[src/rtl/pwm_led_bus_if.sv]
// Request/grant register bus. Reads return data one cycle after the grant;
// writes carry a 4-bit byte-lane enable.
interface naive_bus;
  logic        rd_req;
  logic        rd_gnt;
  logic [31:0] rd_addr;
  logic [31:0] rd_data;
  logic        wr_req;
  logic        wr_gnt;
  logic [31:0] wr_addr;
  logic [31:0] wr_data;
  logic [3:0]  wr_be;

  modport master (
    output rd_req, rd_addr, wr_req, wr_addr, wr_data, wr_be,
    input  rd_gnt, rd_data, wr_gnt
  );

  modport slave (
    input  rd_req, rd_addr, wr_req, wr_addr, wr_data, wr_be,
    output rd_gnt, rd_data, wr_gnt
  );
endinterface

[src/rtl/pwm_led_bus.sv]
// Multi-channel PWM / direct LED driver with a bus-mapped register file.
// PERIOD and DUTY are shadowed: the running period uses active copies that
// reload at each counter wrap, or continuously while the block is disabled.
module pwm_led_bus #(
  parameter int N_CH  = 8,
  parameter int CNT_W = 16
) (
  input  logic            clk,
  input  logic            rst_n,
  naive_bus.slave         bus,
  output logic [N_CH-1:0] led
);

  localparam logic [7:0] A_CTRL   = 8'h00;
  localparam logic [7:0] A_PERIOD = 8'h04;
  localparam logic [7:0] A_MODE   = 8'h08;
  localparam logic [7:0] A_DIRECT = 8'h0C;
  localparam logic [7:0] A_STATUS = 8'h10;

  logic             en_q, en_d;
  logic [15:0]      presc_q, presc_d;
  logic [CNT_W-1:0] period_q, period_d;
  logic [N_CH-1:0]  mode_q, mode_d;
  logic [N_CH-1:0]  direct_q, direct_d;
  logic [CNT_W-1:0] duty_q [N_CH];
  logic [CNT_W-1:0] duty_d [N_CH];
  logic             wrap_q, wrap_d;
  logic [CNT_W-1:0] period_act_q, period_act_d;
  logic [CNT_W-1:0] duty_act_q [N_CH];
  logic [CNT_W-1:0] duty_act_d [N_CH];
  logic [15:0]      pre_cnt_q, pre_cnt_d;
  logic [CNT_W-1:0] cnt_q, cnt_d;
  logic [31:0]      rd_data_q, rd_data_d;
  logic [N_CH-1:0]  led_q, led_d;

  logic [31:0]      rd_val;
  logic [N_CH-1:0]  pwm;
  logic             tick;
  logic             wrap_evt;
  logic [7:0]       rd_off;
  logic [7:0]       wr_off;
  logic             unused_addr_bits;

  // Merge a write into an existing word, one byte lane at a time.
  function automatic logic [31:0] merge_be(input logic [31:0] old_val,
                                           input logic [31:0] wdata,
                                           input logic [3:0]  be);
    logic [31:0] r;
    for (int k = 0; k < 4; k++) begin
      r[8*k +: 8] = be[k] ? wdata[8*k +: 8] : old_val[8*k +: 8];
    end
    return r;
  endfunction

  // The block never stalls, so grants simply echo the requests.
  assign bus.rd_gnt  = bus.rd_req;
  assign bus.wr_gnt  = bus.wr_req;
  assign bus.rd_data = rd_data_q;
  assign led         = led_q;

  // Only the low address byte is decoded; the router masks the rest.
  assign rd_off           = bus.rd_addr[7:0];
  assign wr_off           = bus.wr_addr[7:0];
  assign unused_addr_bits = ^{bus.rd_addr[31:8], bus.wr_addr[31:8]};

  // Read mux over the shadow registers; unmapped offsets read as zero.
  always_comb begin
    rd_val = '0;
    case (rd_off)
      A_CTRL:   rd_val = {8'h00, presc_q, 7'h00, en_q};
      A_PERIOD: rd_val = 32'(period_q);
      A_MODE:   rd_val = 32'(mode_q);
      A_DIRECT: rd_val = 32'(direct_q);
      A_STATUS: rd_val = {31'h0, wrap_q};
      default:  ;
    endcase
    for (int i = 0; i < N_CH; i++) begin
      if (rd_off == 8'(32 + 4*i)) rd_val = 32'(duty_q[i]);
    end
  end

  // Prescaler and period counter; active copies track the shadows while disabled.
  always_comb begin
    pre_cnt_d    = pre_cnt_q;
    cnt_d        = cnt_q;
    period_act_d = period_act_q;
    duty_act_d   = duty_act_q;
    tick         = 1'b0;
    wrap_evt     = 1'b0;
    if (!en_q) begin
      pre_cnt_d    = '0;
      cnt_d        = '0;
      period_act_d = period_q;
      duty_act_d   = duty_q;
    end else begin
      tick      = (pre_cnt_q == presc_q);
      pre_cnt_d = tick ? 16'h0000 : pre_cnt_q + 16'd1;
      if (tick) begin
        if (cnt_q == period_act_q) begin
          cnt_d        = '0;
          period_act_d = period_q;
          duty_act_d   = duty_q;
          wrap_evt     = 1'b1;
        end else begin
          cnt_d = cnt_q + CNT_W'(1);
        end
      end
    end
  end

  // Register writes with byte lanes; a wrap beats a simultaneous WRAP clear.
  always_comb begin
    en_d     = en_q;
    presc_d  = presc_q;
    period_d = period_q;
    mode_d   = mode_q;
    direct_d = direct_q;
    duty_d   = duty_q;
    wrap_d   = wrap_q;
    if (bus.wr_req) begin
      case (wr_off)
        A_CTRL: begin
          en_d          = bus.wr_be[0] ? bus.wr_data[0]     : en_q;
          presc_d[7:0]  = bus.wr_be[1] ? bus.wr_data[15:8]  : presc_q[7:0];
          presc_d[15:8] = bus.wr_be[2] ? bus.wr_data[23:16] : presc_q[15:8];
        end
        A_PERIOD: period_d = CNT_W'(merge_be(32'(period_q), bus.wr_data, bus.wr_be));
        A_MODE:   mode_d   = N_CH'(merge_be(32'(mode_q), bus.wr_data, bus.wr_be));
        A_DIRECT: direct_d = N_CH'(merge_be(32'(direct_q), bus.wr_data, bus.wr_be));
        A_STATUS: if (bus.wr_be[0] && bus.wr_data[0]) wrap_d = 1'b0;
        default:  ;
      endcase
      for (int i = 0; i < N_CH; i++) begin
        if (wr_off == 8'(32 + 4*i)) begin
          duty_d[i] = CNT_W'(merge_be(32'(duty_q[i]), bus.wr_data, bus.wr_be));
        end
      end
    end
    if (wrap_evt) wrap_d = 1'b1;
  end

  // PWM compare, per-channel output select and read data hold.
  always_comb begin
    pwm   = '0;
    led_d = '0;
    for (int i = 0; i < N_CH; i++) begin
      pwm[i]   = en_q && (cnt_q < duty_act_q[i]);
      led_d[i] = mode_q[i] ? pwm[i] : direct_q[i];
    end
    rd_data_d = bus.rd_req ? rd_val : rd_data_q;
  end

  // State registers with asynchronous active-low clear.
  always_ff @(posedge clk or negedge rst_n) begin
    if (!rst_n) begin
      en_q         <= 1'b0;
      presc_q      <= '0;
      period_q     <= '0;
      mode_q       <= '0;
      direct_q     <= '0;
      wrap_q       <= 1'b0;
      period_act_q <= '0;
      pre_cnt_q    <= '0;
      cnt_q        <= '0;
      rd_data_q    <= '0;
      led_q        <= '0;
      for (int i = 0; i < N_CH; i++) begin
        duty_q[i]     <= '0;
        duty_act_q[i] <= '0;
      end
    end else begin
      en_q         <= en_d;
      presc_q      <= presc_d;
      period_q     <= period_d;
      mode_q       <= mode_d;
      direct_q     <= direct_d;
      wrap_q       <= wrap_d;
      period_act_q <= period_act_d;
      pre_cnt_q    <= pre_cnt_d;
      cnt_q        <= cnt_d;
      rd_data_q    <= rd_data_d;
      led_q        <= led_d;
      duty_q       <= duty_d;
      duty_act_q   <= duty_act_d;
    end
  end

endmodule
[src/flat_wrapper.sv]
// flat-port wrapper written by rule: the top's interface ports become plain ports
module pwm_led_bus_flat 
#(
  parameter int N_CH  = 8,
  parameter int CNT_W = 16
)
  (clk, rst_n, led, bus_rd_req, bus_rd_addr, bus_wr_req, bus_wr_addr, bus_wr_data, bus_wr_be, bus_rd_gnt, bus_rd_data, bus_wr_gnt);
  naive_bus bus_i ();
  input  logic clk;
  input  logic rst_n;
  output logic [N_CH-1:0] led;
  input wire logic [$bits(bus_i.rd_req)-1:0] bus_rd_req;
  input wire logic [$bits(bus_i.rd_addr)-1:0] bus_rd_addr;
  input wire logic [$bits(bus_i.wr_req)-1:0] bus_wr_req;
  input wire logic [$bits(bus_i.wr_addr)-1:0] bus_wr_addr;
  input wire logic [$bits(bus_i.wr_data)-1:0] bus_wr_data;
  input wire logic [$bits(bus_i.wr_be)-1:0] bus_wr_be;
  output wire logic [$bits(bus_i.rd_gnt)-1:0] bus_rd_gnt;
  output wire logic [$bits(bus_i.rd_data)-1:0] bus_rd_data;
  output wire logic [$bits(bus_i.wr_gnt)-1:0] bus_wr_gnt;
  assign bus_i.rd_req = bus_rd_req;
  assign bus_i.rd_addr = bus_rd_addr;
  assign bus_i.wr_req = bus_wr_req;
  assign bus_i.wr_addr = bus_wr_addr;
  assign bus_i.wr_data = bus_wr_data;
  assign bus_i.wr_be = bus_wr_be;
  assign bus_rd_gnt = bus_i.rd_gnt;
  assign bus_rd_data = bus_i.rd_data;
  assign bus_wr_gnt = bus_i.wr_gnt;
  pwm_led_bus #(.N_CH(N_CH), .CNT_W(CNT_W)) u_core (.clk(clk), .rst_n(rst_n), .bus(bus_i), .led(led));
endmodule
[config.mk]
export PLATFORM = sky130hd
export DESIGN_NAME = pwm_led_bus_flat
export DESIGN_NICKNAME = d
export VERILOG_FILES = /design/src/rtl/pwm_led_bus_if.sv /design/src/rtl/pwm_led_bus.sv /design/src/flat_wrapper.sv
export SDC_FILE = /design/constraint.sdc
export NUM_CORES = 1
export LEC_CHECK = 0
export BUFFER_PORTS_ARGS = -buffer_cell sky130_fd_sc_hd__buf_2
export CAP_MARGIN = 10
export CORE_UTILIZATION = 55
export CTS_CLUSTER_DIAMETER = 60
export DETAILED_ROUTE_END_ITERATION = 8
export PLACE_DENSITY_LB_ADDON = 0.2
export SLEW_MARGIN = 10
export SYNTH_ARGS = -nofsm -noshare
export SYNTH_HDL_FRONTEND = slang
export SYNTH_SLANG_ARGS = --single-unit
[constraint.sdc]
create_clock -name clk -period 2.78 [get_ports clk]
set_input_delay 0.556 -clock clk [delete_from_list [all_inputs] [get_ports clk]]
set_output_delay 0.556 -clock clk [all_outputs]
set_load 0.01 [all_outputs]
==> metrics, run 1 <==
Worst Hold Class=in2reg; CP Max Fanout=42; DR vias=14902; slowest stage cell on the critical path=or4_1; DP Area=21000 sq um; Slew @ Worst Pin=0.573 ns; post_cts resized=0; FILL cells=2819; setup_tns=0 ns; CTS tree=yes; Clock Path Buffers=3; CP arrival=3.05 ns; Hold Buf Count CTS=1; most common cell after layout, fill and taps aside=dfrtp_1; Placed Cells incl. Taps=2407; GRT Residual Overflow=0; clk_lat worst skew=0.55 ns; status=completed; Worst Setup SP=u_core.cnt_q[10]; hold_ws=0.241 ns; Finish-stage setup viols=0; DRC viols=0; Unique masters post-synth=65; routability cong.=0.986; Antenna Nets Post-Route=0; NumNets Final=2222; Hold Vio Cnt, Final=0; Initial Util=0.564; flip-flop and latch area=9660 sq um; io pins=146; most frequent cells in the layout=dfrtp_1, o21ai_0, nand2_1, mux2_2, inv_1; Port Buffers=80; Die Area=36500 sq um; CTS sink cnt=386; ratio of cells with drive above 1 in the final layout=0.222; max-slew violation count=0; Yosys reg bits=386; Post-CTS Setup Bufs=0; data required time of the worst path=3.23 ns; synthesized area per cell=10.5 sq um; dpl hpwl=40400 um; max_slew headroom=0.617; clk slew on worst S/H paths=0.06 ns; Via density=6.00; Setup Skew=0.00999 ns; Synth area leader=dfrtp_1; final worst slack=0.185 ns; YS warnings=0; htree depth=2; synth-to-layout area growth=14.0%; fmax=385 MHz; Power Dens Cells=717 nW/um^2; Setup crit end kind=flop; GRT Total Usage=0.309; post-DR wirelength/cell=22.2 um; drt first pass iters=6; Final Cycle Share=0.933; hold_sp=bus_wr_data[17]; static leakage=10.7 nW; CTS Buf Count=41; Synth Instances=1871; min cycle time layout=2.60 ns; n_diodes=0; initial antenna violation count=0; critical path class=reg2reg; multi-input logic area=9050 sq um; Total Wirelength=55000 um; Post-synth EDFFs=0; Synth top area share=0.491; worst reg2reg startpoint=u_core.cnt_q[10]; dpl ws=0.197 ns; die height=191 um; Std-Cell Rows=68; Synth area leaders=dfrtp_1, mux2_2, ha_1, o21ai_0, nand2_1; sequential fraction of the synthesis area=0.491; Worst Setup Start Kind=flop; Non-Filler Instances=2482; cells along the critical path=xnor2_1, nand4_1, or4_1, o21ai_4, buf_12, buf_4, nand2_1, o21ai_0; first-pass GRT wire length=85100 um; top_reg_cell synth=dfrtp_1; root buffer cell=clkbuf_16; DR iter-0 viols=1285; Synth Cell Area=19700 sq um; max_cap viols=0; asr flop ratio synth=1.00; IR drop worst, VDD=613 uV; pin count of the biggest net entering global routing=81; Core ar.=34900 sq um; die width=191 um; CP peak stage delay=0.57 ns; vias in the first global route=14655; RSZ-0062 raised after global routing=no; Finished Cell Area=22400 sq um
-- logic make-up (layout without fill, tap and decap cells) --
kind of cell | count (synthesis) | in the layout | synth area share
AND/OR/NAND/NOR | 441 | 441 | 0.105
AO/OA/AOI/OAI | 399 | 399 | 0.121
flip-flops | 386 | 386 | 0.491
buffers and inverters | 243 | 392 | 0.0512
multiplexers | 224 | 224 | 0.129
adder cells (fa/ha/maj) | 122 | 122 | 0.0776
XOR/XNOR | 55 | 55 | 0.0245
other | 1 | 8 | 0.000191
-- power breakdown --
part	leakage, nW	switching, W	internal [W]
sequential	5.31	0.000272	0.00615
combinational	4.70	0.00249	0.00147
clock	0.697	0.00228	0.00342
-- through the flow --
stage | total power (W) | utilization
2_1_floorplan | 0.00897 | -
3_3_place_gp | 0.0103 | 0.602
3_5_place_dp | 0.0104 | 0.602
4_1_cts | 0.0161 | 0.643
5_1_grt | 0.0168 | 0.643
6_report | 0.0161 | 0.643
-- cell type report --
class | instances | area share
flip-flops and latches | 386 | 0.431
multi-input cells | 1249 | 0.404
clock buffers | 59 | 0.0542
repair buffers | 164 | 0.0521
inverters | 154 | 0.0258
well taps | 455 | 0.0254
clock inverters | 15 | 0.00815
-- layer usage --
layer / vias up / routed length (um) / global-route usage
li1: 6770 / - / -
met1: 7498 / 24500 / 0.443
met2: 522 / 24800 / 0.473
met3: 112 / 3840 / 0.0518
met4: 0 / 1880 / 0.113
met5: - / 0 / 0
-- critical path, delay by kind of cell (launching register included) --
kind	cells	cell delay [ns]
buffers and inverters	2	0.56
flip-flops	1	0.39
AO/OA/AOI/OAI	2	0.35
XOR/XNOR	1	0.31
AND/OR/NAND/NOR	3	0.85
-- flip-flops by register name, indices dropped and copies added (netlist names), 16 cells and up --
register,flops
u_core.bus.rd_data,24
u_core.cnt_q,16
u_core.duty_q,128
u_core.period_act_q,16
u_core.presc_q,16
u_core.duty_act_q,128
u_core.period_q,16
u_core.pre_cnt_q,16
-- Yosys cell counts, types with 9 or more instances --
cell type,count
mux2i_1,15
nor4_1,9
nand3_1,31
nor2_1,89
o211ai_1,10
a21oi_1,70
mux2_2,192
xnor2_1,36
nor2b_1,15
a21o_1,23
nand4_1,26
clkbuf_1,33
inv_1,154
dfrtp_1,386
xor2_1,19
o21ai_0,197
buf_4,14
buf_2,35
mux2_1,14
o22ai_1,17
and3_1,18
nand2_1,192
nand2b_1,17
ha_1,122
-- path summary, 6_finish.rpt --
check                      cells past startpoint               endpoint  slack (ns)
max reg2reg                                    8   u_core.duty_act_q[8]        0.18
min                                            2      u_core.presc_q[9]        0.24
min reg2reg                                    1  u_core.duty_act_q[32]        0.49
min in group asynchronous                      2   u_core.duty_act_q[2]        0.50
max in group asynchronous                      3  u_core.bus.rd_data[9]        1.51
max                                            8   u_core.duty_act_q[8]        0.18
Power figures use the tool's default switching activity.
==> run 2, diff against run 1 <==
--- a/config.mk
+++ b/config.mk
@@ -9,8 +9,10 @@
 export CAP_MARGIN = 10
 export CORE_UTILIZATION = 55
 export CTS_CLUSTER_DIAMETER = 60
+export CTS_CLUSTER_SIZE = 12
 export DETAILED_ROUTE_END_ITERATION = 8
 export PLACE_DENSITY_LB_ADDON = 0.2
+export RECOVER_POWER = 50
 export SLEW_MARGIN = 10
 export SYNTH_ARGS = -nofsm -noshare
 export SYNTH_HDL_FRONTEND = slang
==> constraint.sdc (replaced) <==
create_clock -name clk -period 2.78 [get_ports clk]
set_input_delay 0.278 -clock clk [delete_from_list [all_inputs] [get_ports clk]]
set_output_delay 0.278 -clock clk [all_outputs]
set_load 0.01 [all_outputs]
==> run 2 against run 1 <==
  * The flow now finishes with violations (max-capacitance violations, max-slew violations)
  * Non-clock buffer count up 5
  * Critical path depth unchanged
  * First-iteration DRC count about the same
  * Register-to-register slack better by 0.06 ns
  * Combinational power about the same
  * Count of clock-buffer cells in the layout down 16
  * Wire length up 1.7%
  * Cell area down 1.5%
  * Sequential power about the same
  * Setup slack better by 0.061 ns
  * Critical path type unchanged
  * Highest routed layer unchanged
==> metrics, run 2 (synthesized netlist as in run 1, its figures left out) <==
Most Used Layer, Global Route=met2; routability cong.=0.956 (-3.0%); n_diodes=0 (unchanged); hold_ws=0.146 ns (-0.0956 ns); Hold Vio Cnt, Final=0 (unchanged); max_slew headroom=-0.110 (-0.727); first-pass GRT wire length=85800 um (+0.79%); Setup crit end kind=flop; static leakage=10.4 nW (-2.8%); Non-Filler Instances=2463 (-0.77%); max-slew violation count=51 (+51); Setup Skew=0.0125 ns (+0.00253 ns); Finish-stage setup viols=0 (unchanged); Total Wirelength=56000 um (+1.7%); status=finished with violations; setup_tns=0 ns (unchanged); Via density=6.06 (+0.90%); drt first pass iters=7 (+1); Final Cycle Share=0.912 (-0.0218); min cycle time layout=2.53 ns (-0.0606 ns); Placed Cells incl. Taps=2404 (-0.12%); io pins=146 (unchanged); clk slew on worst S/H paths=0.06 ns (about the same); Antenna Nets Post-Route=0 (unchanged); root buffer cell=clkbuf_16; final worst slack=0.246 ns (+0.0606 ns); Die Area=36500 sq um (unchanged); data required time of the worst path=3.22 ns (about the same); die height=191 um (unchanged); clk_lat worst skew=0.53 ns (-0.02 ns); critical path class=reg2reg; htree depth=2 (unchanged); flip-flop and latch area=9660 sq um (unchanged); Pwr Total=0.0153 W (-5.1%); CP arrival=2.98 ns (-0.07 ns); CTS sink cnt=386 (unchanged); post_cts resized=0 (unchanged); Slew @ Worst Pin=1.66 ns (+1.09 ns); die width=191 um (unchanged); pin count of the biggest net entering global routing=87 (+7.4%); Worst Hold Class=in2reg; multi-input logic area=9050 sq um (unchanged); fmax=395 MHz (+2.4%); CTS tree=yes; met1 Use GR=0.435 (-0.00777); most common cell after layout, fill and taps aside=dfrtp_1; met3 usage=0.0650 (+0.0132); NumNets Final=2225 (+0.14%); Clock Path Buffers=3 (unchanged); synth-to-layout area growth=12.2%; CP Max Fanout=53 (+26%); post-DR wirelength/cell=22.7 um (+2.5%); ratio of cells with drive above 1 in the final layout=0.196 (-0.0268); dpl ws=0.251 ns (+0.0546 ns); Worst Setup Start Kind=flop; Core ar.=34900 sq um (unchanged); FILL cells=2815 (-0.14%); RSZ-0062 raised after global routing=no; initial antenna violation count=0 (unchanged); GRT Residual Overflow=0 (unchanged); max_cap viols=1 (+1); Initial Util=0.564 (unchanged); most frequent cells in the layout=dfrtp_1, o21ai_0, nand2_1, mux2_2, inv_1; Power Dens Cells=691 nW/um^2 (-3.6%); IR drop worst, VDD=540 uV (-12%); Port Buffers=80 (unchanged); Std-Cell Rows=68 (unchanged); met2 usage=0.487 (+0.0142); DR iter-0 viols=1286 (+0.078%); DR vias=14921 (+0.13%); CTS Buf Count=39 (-4.9%); DRC viols=0 (unchanged); GRT Total Usage=0.313 (+0.00360); vias in the first global route=14830 (+1.2%); failing checks=max-capacitance violations, max-slew violations; dpl hpwl=40900 um (+1.4%)
[run 2: critical path, cell delays in order, from the launching register on]
cell and delay, ns:
dfrtp_1 0.39, xnor2_1 0.30, nand4_1 0.19, or4_1 0.56
o21ai_4 0.25, buf_12 0.28, buf_12 0.26, nand2_1 0.09
o21ai_0 0.08
[run 2: worst paths after layout]
check / startpoint / to / slack, ns / cells after the start
setup / recovery: u_core.cnt_q[10] / u_core.duty_act_q[9] / 0.25 / 8
setup reg to reg: u_core.cnt_q[10] / u_core.duty_act_q[9] / 0.25 / 8
min in group asynchronous: rst_n / u_core.duty_act_q[35] / 0.70 / 2
max in group asynchronous: rst_n / u_core.presc_q[1] / 0.45 / 4
hold / removal: bus_wr_data[1] / u_core.direct_q[1] / 0.15 / 3
hold reg to reg: u_core.duty_act_q[16] / u_core.duty_act_q[16] / 0.49 / 1
[run 2: cell type report]
cell class	instances	share of cell area
tap	455	0.0258
multi-input combinational	1249	0.410
clock inverter	7	0.00448
timing repair buffer	169	0.0506
clock buffer	43	0.0458
inverter	154	0.0262
sequential	386	0.437
[run 2: routing by layer]
layer / routed length [um] / share of wire / vias to the layer above
met5: 0 / 0 / -
met4: 1800 / 0.032 / 0
met3: 4360 / 0.078 / 113
met2: 25800 / 0.46 / 534
met1: 24000 / 0.43 / 7523
li1: - / - / 6751
[run 2: repair_timing]
item,4_1_cts,5_1_grt
hold buffers,9,0
buffers inserted,0,0
hold endpoints to repair,53,0
[run 2: metrics by stage]
step	instance area, sq um	utilization
finish	22100	0.633
global route	22100	0.633
CTS	22200	0.635
global placement	21000	0.601
floorplan	19700	-
detailed placement	21000	0.601
[run 2: report_power, final]
part	internal [W]	total, W	switching, W
registers	0.00615	0.00642	0.000274
clock network	0.00276	0.00489	0.00213
logic	0.00146	0.00394	0.00248
total	0.0104	0.0153	0.00489
==> run 3, diff against run 2 <==
--- a/config.mk
+++ b/config.mk
@@ -7,12 +7,13 @@
 export LEC_CHECK = 0
 export BUFFER_PORTS_ARGS = -buffer_cell sky130_fd_sc_hd__buf_2
 export CAP_MARGIN = 10
+export CORE_ASPECT_RATIO = 0.8
 export CORE_UTILIZATION = 55
 export CTS_CLUSTER_DIAMETER = 60
 export CTS_CLUSTER_SIZE = 12
 export DETAILED_ROUTE_END_ITERATION = 8
 export PLACE_DENSITY_LB_ADDON = 0.2
-export RECOVER_POWER = 50
+export RECOVER_POWER = 100
 export SLEW_MARGIN = 10
 export SYNTH_ARGS = -nofsm -noshare
 export SYNTH_HDL_FRONTEND = slang
==> run 3 against run 2 <==
  * The flow still finishes with violations (max-capacitance violations, max-slew violations)
  * Global-route usage rose by 0.55 points
  * Non-clock buffer count rose by 6
  * Count of clock-buffer cells in the layout fell by 3
  * Sequential power barely moved
  * Die area barely moved
  * Critical path depth fell by 1
  * Via count barely moved
  * Maximum frequency fell by 2.8%
  * Hold slack improved by 0.0073 ns
  * Core utilization fell by 0.59 points
  * Clock skew barely moved
==> metrics, run 3 (synthesized netlist as in run 1, its figures left out) <==
data required time of the worst path=3.19 ns (-0.03 ns); Finish-stage setup viols=0 (unchanged); initial antenna violation count=0 (unchanged); routability cong.=0.918 (-4.0%); most common cell after layout, fill and taps aside=dfrtp_1; failing checks=max-capacitance violations, max-slew violations; Die Area=36500 sq um (about the same); Via density=6.01 (-0.73%); first-pass GRT wire length=85800 um (about the same); Std-Cell Rows=61 (-10%); worst-case reg-to-reg path depth=7 (-1); Worst R2R Setup Slack=0.17 ns (-0.07 ns); static leakage=10.3 nW (-1.2%); die height=171 um (-10%); Power Dens Cells=684 nW/um^2 (-0.89%); Core ar.=35000 sq um (+0.21%); root buffer cell=clkbuf_16; worst reg2reg startpoint=u_core.cnt_q[2]; drt first pass iters=5 (-2); Antenna Nets Post-Route=0 (unchanged); Setup crit end kind=flop; Port Buffers=80 (unchanged); max-slew violation count=98 (+92%); min cycle time layout=2.61 ns (+0.0719 ns); IR drop worst, VDD=649 uV (+20%); CP peak stage delay=0.65 ns (+0.09 ns); clk_lat worst skew=0.55 ns (+0.02 ns); Hold Vio Cnt, Final=0 (unchanged); CP Max Fanout=50 (-5.7%); clk slew on worst S/H paths=0.06 ns (about the same); fmax=384 MHz (-2.8%); setup_tns=0 ns (unchanged); htree depth=2 (unchanged); Total Wirelength=56600 um (+1.1%); GRT Total Usage=0.318 (+0.00550); pin count of the biggest net entering global routing=80 (-8.0%); CTS tree=yes; ratio of cells with drive above 1 in the final layout=0.180 (-0.0153); cells along the critical path=xnor2_1, nand4_1, or4_1, o21ai_4, buf_12, clkbuf_2, o21ai_0; DR iter-0 viols=1567 (+22%); status=finished with violations; vias in the first global route=14435 (-2.7%); WHS Path Cells=4 (+1); Initial Util=0.563 (-0.00117); Clock Path Buffers=3 (unchanged); synth-to-layout area growth=11.4%; max_cap viols=2 (+1); NumNets Final=2230 (+0.22%); post-DR wirelength/cell=22.8 um (+0.41%); io pins=146 (unchanged); final worst slack=0.174 ns (-0.0719 ns); Pwr Total=0.0150 W (-1.6%); hold_sp=bus_wr_addr[4]; Setup Skew=0.0122 ns (-0.000338 ns); hold_ws=0.153 ns (+0.00733 ns); capture point of the worst reg-to-reg path=u_core.duty_act_q[87]; Hold Path Sink=u_core.wrap_q; RSZ-0062 raised after global routing=no; CTS sink cnt=386 (unchanged); most frequent cells in the layout=dfrtp_1, o21ai_0, nand2_1, mux2_2, inv_1; DR vias=14908 (-0.087%); max_slew headroom=-0.172 (-0.0625); critical path class=reg2reg; post_cts resized=0 (unchanged); Worst Hold Class=in2reg; CTS Buf Count=38 (-2.6%); Worst Setup Start Kind=flop; Final Cycle Share=0.938 (+0.0259); dpl hpwl=41400 um (+1.2%); n_diodes=0 (unchanged); Slew @ Worst Pin=1.76 ns (+0.0938 ns); GRT Residual Overflow=0 (unchanged); Post-CTS Setup Bufs=0 (unchanged); CP arrival=3.01 ns (+0.03 ns); DRC viols=0 (unchanged); dpl ws=0.207 ns (-0.0441 ns); slowest stage cell on the critical path=or4_1; die width=213 um (+12%)
## run 3: cell types whose count changed in the layout (fill, tap and decap cells not counted), moves of 4 or more
cell,change
clkbuf_2,+7
clkbuf_1,+23
nor2_2,-4
buf_4,-24
nor2_1,+4
## run 3: layout make-up
class | count | area, sq um
fill | 2969 | 13000
sequential | 386 | 9660
timing repair buffer | 175 | 1050
inverter | 154 | 578
multi-input combinational | 1249 | 9020
tap | 472 | 591
clock inverter | 3 | 46.3
clock buffer | 40 | 980
## run 3: stage by stage
| stage | cells | utilization | area, sq um |
|---|---|---|---|
| final | 2479 | 0.627 | 21900 |
| after global routing | 2479 | 0.627 | 21900 |
| after CTS | 2479 | 0.634 | 22200 |
| after detailed placement | 2427 | 0.602 | 21000 |
| after global placement | 2427 | 0.602 | 21000 |
| after floorplan | 1878 | - | 19700 |
## run 3: power breakdown
| group | switching [W] | internal [W] | total, W |
|---|---|---|---|
| combinational | 0.00248 | 0.00144 | 0.00392 |
| clock | 0.00208 | 0.00258 | 0.00466 |
| sequential | 0.000280 | 0.00615 | 0.00643 |
## run 3: critical path: cells and delay by family, from the launching register on
family	cells	cell delay [ns]
compound gates	2	0.38
buf+inv	2	0.61
xor+xnor	1	0.23
flops	1	0.39
simple gates	2	0.83
## run 3: worst max path at each step
stage | start | endpoint | slack (ns) | cells past startpoint
after floorplan | u_core.cnt_q[11] | u_core.period_act_q[11] | 0.57 | 6
after global placement | bus_rd_addr[2] | u_core.bus.rd_data[2] | 0.22 | 8
after detailed placement | bus_rd_addr[2] | u_core.bus.rd_data[2] | 0.21 | 8
after CTS | u_core.pre_cnt_q[8] | u_core.duty_act_q[19] | 0.23 | 8
after global routing | u_core.pre_cnt_q[8] | u_core.duty_act_q[55] | 0.05 | 8
final | u_core.cnt_q[2] | u_core.duty_act_q[87] | 0.17 | 7
## run 3: repair_timing
item / in CTS / in global routing
setup endpoints to repair: 0 / 0
endpoints found under the hold margin: 64 / 0
hold buffers: 9 / 0
## run 3: per-layer routing
metal / up-vias / wire, um / GRT usage
li1: 6771 / - / -
met5: - / 0 / 0
met4: 0 / 1220 / 0.0901
met2: 572 / 24500 / 0.463
met1: 7486 / 25800 / 0.478
met3: 79 / 5060 / 0.0672
